$ cat src/rtl/fft32_pkg.sv
// Shared constants and FSM state type for the serial 32-point FFT butterfly scheduler.
package fft32_pkg;
  localparam int N_POINTS       = 32;
  localparam int LOG2N          = 5;
  localparam int ADDR_W         = 5;
  localparam int TW_W           = 4;
  localparam int BFLY_PER_STAGE = N_POINTS / 2;

  typedef enum logic [1:0] {
    IDLE  = 2'd0,
    RUN   = 2'd1,
    DRAIN = 2'd2,
    DONE  = 2'd3
  } state_t;
endpackage

$ cat src/rtl/fft32_bfly_addr_gen.sv
// Combinational DIT address map: (stage, butterfly index) -> operand pair and twiddle index.
module fft32_bfly_addr_gen
  import fft32_pkg::*;
(
  input  logic [2:0]        stage,
  input  logic [TW_W-1:0]   k,
  output logic [ADDR_W-1:0] a,
  output logic [ADDR_W-1:0] b,
  output logic [TW_W-1:0]   tw
);

  logic [ADDR_W-1:0] half;
  logic [ADDR_W-1:0] pos;
  logic [ADDR_W-1:0] grp;

  always_comb begin
    half = ADDR_W'(1) << stage;
    pos  = {1'b0, k} & (half - ADDR_W'(1));
    grp  = {1'b0, k} >> stage;
    a    = (grp << (stage + 3'd1)) + pos;
    b    = a + half;
    // pos < half, so the scaled index always lands inside the 16-entry ROM
    tw   = TW_W'(pos << (3'(LOG2N - 1) - stage));
  end

endmodule

$ cat src/rtl/fft32_bfly_sched.sv
// Issue/write-back sequencer for the shared radix-2 butterfly of the serial 32-point FFT.
// Optional macro FFT_INVERSE_EN adds the inverse input and tw_conj output.
module fft32_bfly_sched
  import fft32_pkg::*;
#(
  parameter int RD_LAT  = 1,
  parameter int MAC_LAT = 1
) (
  input  logic              clk,
  input  logic              rst,
  input  logic              start,
`ifdef FFT_INVERSE_EN
  input  logic              inverse,
`endif
  output logic              busy,
  output logic              done,
  output logic [2:0]        stage,
  output logic              rd_en,
  output logic [ADDR_W-1:0] rd_addr_a,
  output logic [ADDR_W-1:0] rd_addr_b,
  output logic [TW_W-1:0]   tw_addr,
`ifdef FFT_INVERSE_EN
  output logic              tw_conj,
`endif
  output logic              wr_en,
  output logic [ADDR_W-1:0] wr_addr_a,
  output logic [ADDR_W-1:0] wr_addr_b
);

  localparam int PIPE_LAT = RD_LAT + MAC_LAT;
  localparam int DRN_W    = (PIPE_LAT > 1) ? $clog2(PIPE_LAT) : 1;

  state_t            state;
  logic [TW_W-1:0]   k;
  logic [2:0]        stage_q;
  logic [DRN_W-1:0]  drn;
  logic              issue;
  logic [ADDR_W-1:0] a_c;
  logic [ADDR_W-1:0] b_c;
  logic [TW_W-1:0]   tw_c;

  logic [PIPE_LAT-1:0] vld_p;
  logic [ADDR_W-1:0]   wa_p [PIPE_LAT];
  logic [ADDR_W-1:0]   wb_p [PIPE_LAT];

  fft32_bfly_addr_gen u_addr_gen (
    .stage (stage_q),
    .k     (k),
    .a     (a_c),
    .b     (b_c),
    .tw    (tw_c)
  );

  always_ff @(posedge clk) begin
    if (rst) begin
      state   <= IDLE;
      k       <= '0;
      stage_q <= '0;
      drn     <= '0;
    end else begin
      case (state)
        IDLE: begin
          if (start) begin
            state   <= RUN;
            k       <= '0;
            stage_q <= '0;
          end
        end
        RUN: begin
          k <= k + 1'b1;
          if (k == TW_W'(BFLY_PER_STAGE - 1)) begin
            state <= DRAIN;
            drn   <= '0;
          end
        end
        DRAIN: begin
          drn <= drn + 1'b1;
          // The gap lets the last write of this stage land before the next stage reads
          if (drn == DRN_W'(PIPE_LAT - 1)) begin
            drn <= '0;
            if (stage_q == 3'(LOG2N - 1)) begin
              state <= DONE;
            end else begin
              stage_q <= stage_q + 1'b1;
              state   <= RUN;
            end
          end
        end
        DONE: begin
          state   <= IDLE;
          stage_q <= '0;
        end
        default: state <= IDLE;
      endcase
    end
  end

  assign issue     = (state == RUN);
  assign rd_en     = issue;
  assign busy      = issue || (state == DRAIN);
  assign done      = (state == DONE);
  assign stage     = stage_q;
  assign rd_addr_a = issue ? a_c : '0;
  assign rd_addr_b = issue ? b_c : '0;
  assign tw_addr   = issue ? tw_c : '0;

`ifdef FFT_INVERSE_EN
  logic inv_q;

  always_ff @(posedge clk) begin
    if (rst) begin
      inv_q <= 1'b0;
    end else if ((state == IDLE) && start) begin
      inv_q <= inverse;
    end
  end

  assign tw_conj = issue & inv_q;
`endif

  // Write-back delay line: stage p0 is one cycle after issue
  always_ff @(posedge clk) begin
    if (rst) begin
      vld_p <= '0;
    end else begin
      vld_p[0] <= issue;
      for (int i = 1; i < PIPE_LAT; i++) begin
        vld_p[i] <= vld_p[i-1];
      end
    end
  end

  always_ff @(posedge clk) begin
    wa_p[0] <= a_c;
    wb_p[0] <= b_c;
    for (int i = 1; i < PIPE_LAT; i++) begin
      wa_p[i] <= wa_p[i-1];
      wb_p[i] <= wb_p[i-1];
    end
  end

  assign wr_en     = vld_p[PIPE_LAT-1];
  assign wr_addr_a = wr_en ? wa_p[PIPE_LAT-1] : '0;
  assign wr_addr_b = wr_en ? wb_p[PIPE_LAT-1] : '0;

endmodule
$ cat config.mk
export PLATFORM = sky130hd
export DESIGN_NAME = fft32_bfly_sched
export DESIGN_NICKNAME = d
export VERILOG_FILES = /design/src/rtl/fft32_pkg.sv /design/src/rtl/fft32_bfly_addr_gen.sv /design/src/rtl/fft32_bfly_sched.sv
export SDC_FILE = /design/constraint.sdc
export NUM_CORES = 1
export LEC_CHECK = 0
export BUFFER_PORTS_ARGS = -buffer_cell sky130_fd_sc_hd__buf_2
export CORE_ASPECT_RATIO = 1.75
export CORE_UTILIZATION = 45
export DETAILED_ROUTE_END_ITERATION = 6
export GPL_TIMING_DRIVEN = 0
export PLACE_DENSITY = 0.67
export REMOVE_ABC_BUFFERS = 1
export SLEW_MARGIN = 20
export SYNTH_ARGS = -nofsm -noshare
export SYNTH_HDL_FRONTEND = slang
export SYNTH_SLANG_ARGS = --single-unit
$ cat constraint.sdc
create_clock -name clk -period 5.1 [get_ports clk]
set_input_delay 1.02 -clock clk [delete_from_list [all_inputs] [get_ports clk]]
set_output_delay 1.02 -clock clk [all_outputs]
set_load 0.02 [all_outputs]
Yosys cells after proc, flatten, opt, wreduce, memory -nomap -nowiden
Memory sizes are Yosys's and may differ from the RTL's.
Cells that the tools add are included.
{"block": "word_totals", "register_bits": 12, "mem_bits_rw": 20, "in_bits": 3, "output_inout_bits": 31, "elab_cells": 56, "n_memories": 2}
{"block": "op_classes", "addsub": 7, "eq_ne": 9, "shifts": 4, "muxes": 19, "bitwise": 1, "n_reduce_logical": 9}
{"name": "wa_p", "words": 2, "width": 5, "rd": 2, "rd_ports_with_merged_regs": 0, "write_ports": 2, "line": "fft32_bfly_sched.sv:43", "text": "logic [ADDR_W-1:0] wa_p [PIPE_LAT];"}
{"name": "wb_p", "words": 2, "width": 5, "rd": 2, "rd_ports_with_merged_regs": 0, "write_ports": 2, "line": "fft32_bfly_sched.sv:44", "text": "logic [ADDR_W-1:0] wb_p [PIPE_LAT];"}
{"operator": "5-bit 2-to-1 mux", "n": 4}
{"operator": "5-bit adder", "n": 2}
{"operator": "3-bit 2-to-1 mux", "n": 3}
{"operator": "3-bit one-hot mux with 3 select lines", "n": 1}
{"operator": "2-bit 2-to-1 mux", "n": 4}
{"operator": "4-bit 2-to-1 mux", "n": 2}
{"operator": "2-bit one-hot mux with 4 select lines", "n": 1}
{"operator": "4-bit one-hot mux with 2 select lines", "n": 1}
{"operator": "2-bit inequality test, second input constant", "n": 3}
{"operator": "4-bit by 5-bit AND with 5-bit output", "n": 1}
{"operator": "1-bit by 3-bit left shift with 5-bit output, first input constant", "n": 1}
{"operator": "5-bit by 3-bit left shift with 4-bit output", "n": 1}
{"operator": "5-bit by 3-bit left shift with 5-bit output", "n": 1}
{"operator": "4-bit by 3-bit right shift with 5-bit output", "n": 1}
{"operator": "5-bit by 1-bit subtractor with 5-bit output, second input constant", "n": 1}
{"operator": "4-bit by 1-bit adder with 4-bit output, second input constant", "n": 1}
{"operator": "2-bit equality test, second input constant", "n": 2}
{"operator": "4-bit equality test, second input constant", "n": 1}
{"operator": "2-bit AND reduction", "n": 2}
{"operator": "4-bit AND reduction", "n": 1}
{"operator": "2-bit nonzero test", "n": 2}
{"operator": "3-bit by 1-bit adder with 3-bit output, second input constant", "n": 1}
{"operator": "3-bit equality test, second input constant", "n": 1}
{"operator": "3-bit AND reduction", "n": 1}
{"operator": "other kinds (9)", "n": 10}

Longest topological paths before layout
{"block": "logic_depth", "depth_word": 6, "ltp_mapped": 17}

Modules after synthesis
A second synthesis with hierarchy kept.
{"block": "hier_totals", "cells_unflattened": 213, "area_unflattened_um2": 1920.6}
{"mod": "fft32_bfly_sched", "instances": 1, "cells_per_inst": 118, "area_each_um2": 1187.4, "seq_area_each_um2": 640.6}
{"mod": "fft32_bfly_addr_gen", "instances": 1, "cells_per_inst": 95, "area_each_um2": 733.2, "seq_area_each_um2": 0.0}

Worst setup path after synthesis
Ideal clock, no wire load.
{"block": "synth_path", "path_type": "reg2out", "from": "register stage_q[0] (netlist: stage[0])", "to": "output rd_addr_b[4]", "t_arrival_ns": 4.047, "setup_slack_ns": 0.033, "path_stages_with_launch": 16, "n_path_buf": 3, "cell_sequence": "dfxtp_1 > buf_4 > clkinv_1 > ha_1 > buf_6 > clkbuf_1 > nor4b_1 > ha_1 > fa_1 > inv_1 > fa_1 > nor2b_1 > o21ai_1 > nor3b_1 > or3b_2 > mux2i_1"}
{"block": "synth_between", "elab_chain_len": 6, "word_cells_on_any_way": 9, "cone_classes": "4 x add/sub; 3 x shift; 1 x mux; 1 x bitwise"}
{"item": "start, declared", "line": "fft32_bfly_sched.sv:35", "text": "logic [2:0] stage_q;"}
{"item": "start signal, assigned", "line": "fft32_bfly_sched.sv:84", "text": "stage_q <= stage_q + 1'b1;"}
{"item": "1-bit by 3-bit left shift with 5-bit output", "line": "fft32_bfly_addr_gen.sv:17", "text": "half = ADDR_W'(1) << stage;"}
{"item": "5-bit by 1-bit subtractor with 5-bit output", "line": "fft32_bfly_addr_gen.sv:18", "text": "pos = {1'b0, k} & (half - ADDR_W'(1));"}
{"item": "4-bit by 5-bit AND with 5-bit output", "line": "fft32_bfly_addr_gen.sv:18"}
{"item": "5-bit adder (*)", "line": "fft32_bfly_addr_gen.sv:20", "text": "a = (grp << (stage + 3'd1)) + pos;"}
{"item": "named net a_c[1]", "line": "fft32_bfly_sched.sv:38", "text": "logic [ADDR_W-1:0] a_c;"}
{"item": "5-bit adder (*)", "line": "fft32_bfly_addr_gen.sv:21", "text": "b = a + half;"}
{"item": "5-bit 2-to-1 mux (*)", "line": "fft32_bfly_sched.sv:104", "text": "assign rd_addr_b = issue ? b_c : '0;"}
{"item": "end, declared", "line": "fft32_bfly_sched.sv:20", "text": "output logic [ADDR_W-1:0] rd_addr_b,"}
The timed path passes the listed nets; every way through them passes the cells marked *.

Worst setup path in the final report
{"block": "layout_path", "from": "register stage_q[1] (netlist: stage[1])", "to": "output rd_addr_b[4]"}
The elaborated chain is that of the path after synthesis.

==> impl_metrics.py <==
metrics = {
    "outcome": {
        "status": "finished, final reports clean",
    },
    "final_layout": {
        "syn_to_final_growth_pct": 20.9,
        "final_cell_area_um2": 2280,
        "final_util": 0.579,
        "final_nets": 271,
        "final_common_cell": "buf_2",
        "drive_above_1_share": 0.260,
        "final_cell_mix": "buf_2, dfxtp_1, nor2_1",
        "diodes": 0,
    },
    "synth": {
        "ys_types": 43,
        "syn_area_um2": 1890,
        "synth_edf_count": 0,
        "synth_cells": 213,
        "async_flop_share": 0,
        "yosysSeqAreaShare": 0.339,
        "ys.flop_type": "dfxtp_1",
        "ys_seq_elements": 32,
        "postSynthAreaPerCell_um2": 8.86,
        "synth.yosys.warnings": 0,
    },
    "cts": {
        "clk_latency_ns": 0.29,
        "cts_buffers": 5,
        "holdBufCountCts": 0,
        "ctsHtreeMaxLevel": 2,
        "root_buffer": "clkbuf_8",
        "path_clk_slew_ns": 0.07,
        "clk_path_buf_depth": 2,
        "cts_tree": "done",
        "cts.sinks": 32,
    },
    "drt": {
        "first_iter_violations": 32,
        "drtAntennaViolNets": 0,
        "wire_per_inst_um": 13.0,
        "routed_wl_um": 3810,
        "first_pass_iters": 4,
        "num_vias": 1531,
        "vias_per_cell": 5.21,
        "drc_errors": 0,
    },
    "pwr": {
        "leakage_nw": 1.09,
        "power.total_mw": 0.750,
        "power_density_nw_per_um2": 329,
        "vdd.ir_drop.worst_mv": 0.358,
    },
    "min_path": {
        "hold_class": "reg2reg",
    },
    "worst_setup_path": {
        "required_ns": 4.08,
        "crit_path_max_fanout": 15,
        "crit_path_start_kind": "register",
        "worstPathArrival_ns": 3.89,
        "worst-setup-path-type": "reg2out",
        "end_kind": "output port",
    },
    "grt": {
        "grt_pass1_wl_um": 5950,
        "grt_overflow": 0,
        "track_usage": 0.180,
        "antenna_found_initial": 0,
        "grt_max_degree": 23,
        "grt_pass1_vias": 1321,
    },
    "sta": {
        "skew_ns": 0.0104,
        "setup_violations": 0,
        "period_needed_ns": 4.91,
        "post-route-period-util": 0.964,
        "maxSlewHeadroom": 0.550,
        "drv_slew": 0,
        "hold_viol": 0,
        "worst_pin_slew_ns": 0.676,
        "fmax_ghz": 0.203,
    },
    "die": {
        "die_area_um2": 4470,
        "die_w_um": 51.0,
        "start_util": 0.479,
        "coreArea_um2": 3940,
        "fp.dieH_um": 87.7,
        "io-pin-count": 34,
        "rows": 30,
    },
    "placement": {
        "gp_congestion": 0.837,
        "port_buffers": 33,
        "placed_cell_area_um2": 2070,
        "place.detailed.hpwl_um": 2770,
    },
    "job": {
        "drv_cap": 0,
    },
}
-- stage by stage --
step	setup WS, ns	setup TNS (ns)	hold slack, ns	cells
2_1_floorplan	-0.0218	-0.0218	0.310	204
3_3_place_gp	-0.294	-0.294	0.310	285
3_5_place_dp	-0.352	-0.352	0.314	285
4_1_cts	0.0344	0	0.328	293
5_1_grt	-0.00608	-0.00608	0.335	294
6_report	0.185	0	0.326	294
-- area by class of cell --
type,count,area [µm²]
sequential,32,649
multi-input combinational,155,1200
tap,48,60.1
clock buffer,7,96.3
clock inverter,1,30.0
fill,385,1660
timing repair buffer,34,175
inverter,17,68.8
-- cell usage after synthesis, types with 2 or more instances --
| cell type | number | area, µm² |
|---|---|---|
| nor4b_1 | 2 | 17.5 |
| xnor2_1 | 7 | 61.3 |
| nor2b_1 | 9 | 56.3 |
| nand3_1 | 6 | 30.0 |
| a21oi_1 | 8 | 40.0 |
| a21o_1 | 3 | 22.5 |
| fa_1 | 2 | 40.0 |
| a211oi_1 | 3 | 22.5 |
| nand2b_1 | 3 | 18.8 |
| nor3_1 | 3 | 15.0 |
| mux2i_1 | 5 | 50.1 |
| ha_1 | 21 | 263 |
| dfxtp_1 | 32 | 641 |
| nand2_1 | 8 | 30.0 |
| inv_1 | 16 | 60.1 |
| a32oi_1 | 3 | 26.3 |
| a22oi_1 | 3 | 22.5 |
| clkbuf_1 | 6 | 22.5 |
| and2_1 | 18 | 113 |
| nor2_1 | 24 | 90.1 |
| o21ai_0 | 9 | 45.0 |
-- worst max-delay path, cell delays in order (launching register included) --
cell      delay [ns]
dfxtp_4         0.41
inv_2           0.09
ha_1            0.16
nor2b_2         0.18
inv_1           0.09
ha_1            0.28
nand2b_4        0.13
inv_1           0.07
fa_2            0.58
inv_1           0.06
fa_1            0.42
nor2b_1         0.13
o21ai_1         0.09
nor3b_1         0.16
or3b_2          0.44
mux2i_1         0.15
buf_4           0.16
-- flip-flops by register name, summed over array words and instances, names as in the netlist --
| signal | flops |
|---|---|
| wa_p | 10 |
| wb_p | 10 |
| k | 4 |
| stage | 3 |
| state | 2 |
| vld_p | 2 |
| drn | 1 |
-- where the power goes --
group	switching [mW]	internal (mW)
sequential	0.0189	0.276
combinational	0.123	0.0681
clock	0.0923	0.172
total	0.234	0.516
-- metal layers --
metal | track usage | wire [µm] | up-vias
met5 | 0 | 0 | -
met1 | 0.169 | 1450 | 709
met4 | 0.0884 | 96 | 0
met3 | 0.0382 | 121 | 8
met2 | 0.350 | 2140 | 33
li1 | - | - | 781
-- path summary, 6_finish.rpt --
check,start,to,slack [ns],cells past startpoint
setup / recovery,stage[1],rd_addr_b[4],0.19,16
hold / removal,wa_p[0][0],wa_p[0][5],0.33,0
setup reg to reg,stage[1],wb_p[0][4],1.77,16
hold reg to reg,wa_p[0][0],wa_p[0][5],0.33,0
-- cells by family after synthesis --
| group | share of synthesized area |
|---|---|
| AOI/OAI and AO/OA | 0.128 |
| and+or+nand+nor | 0.236 |
| muxes | 0.0325 |
| buffers and inverters | 0.0583 |
| DFF | 0.339 |
| adders and majority gates | 0.160 |
| xor gates and xnor gates | 0.0457 |
-- what timing repair did --
action	CTS	global route
setup endpoints to repair	3	1
hold endpoints to repair	0	0
buffers inserted	0	1
gates resized for setup	9	14
Note: power is estimated with default switching activity, not from simulation.
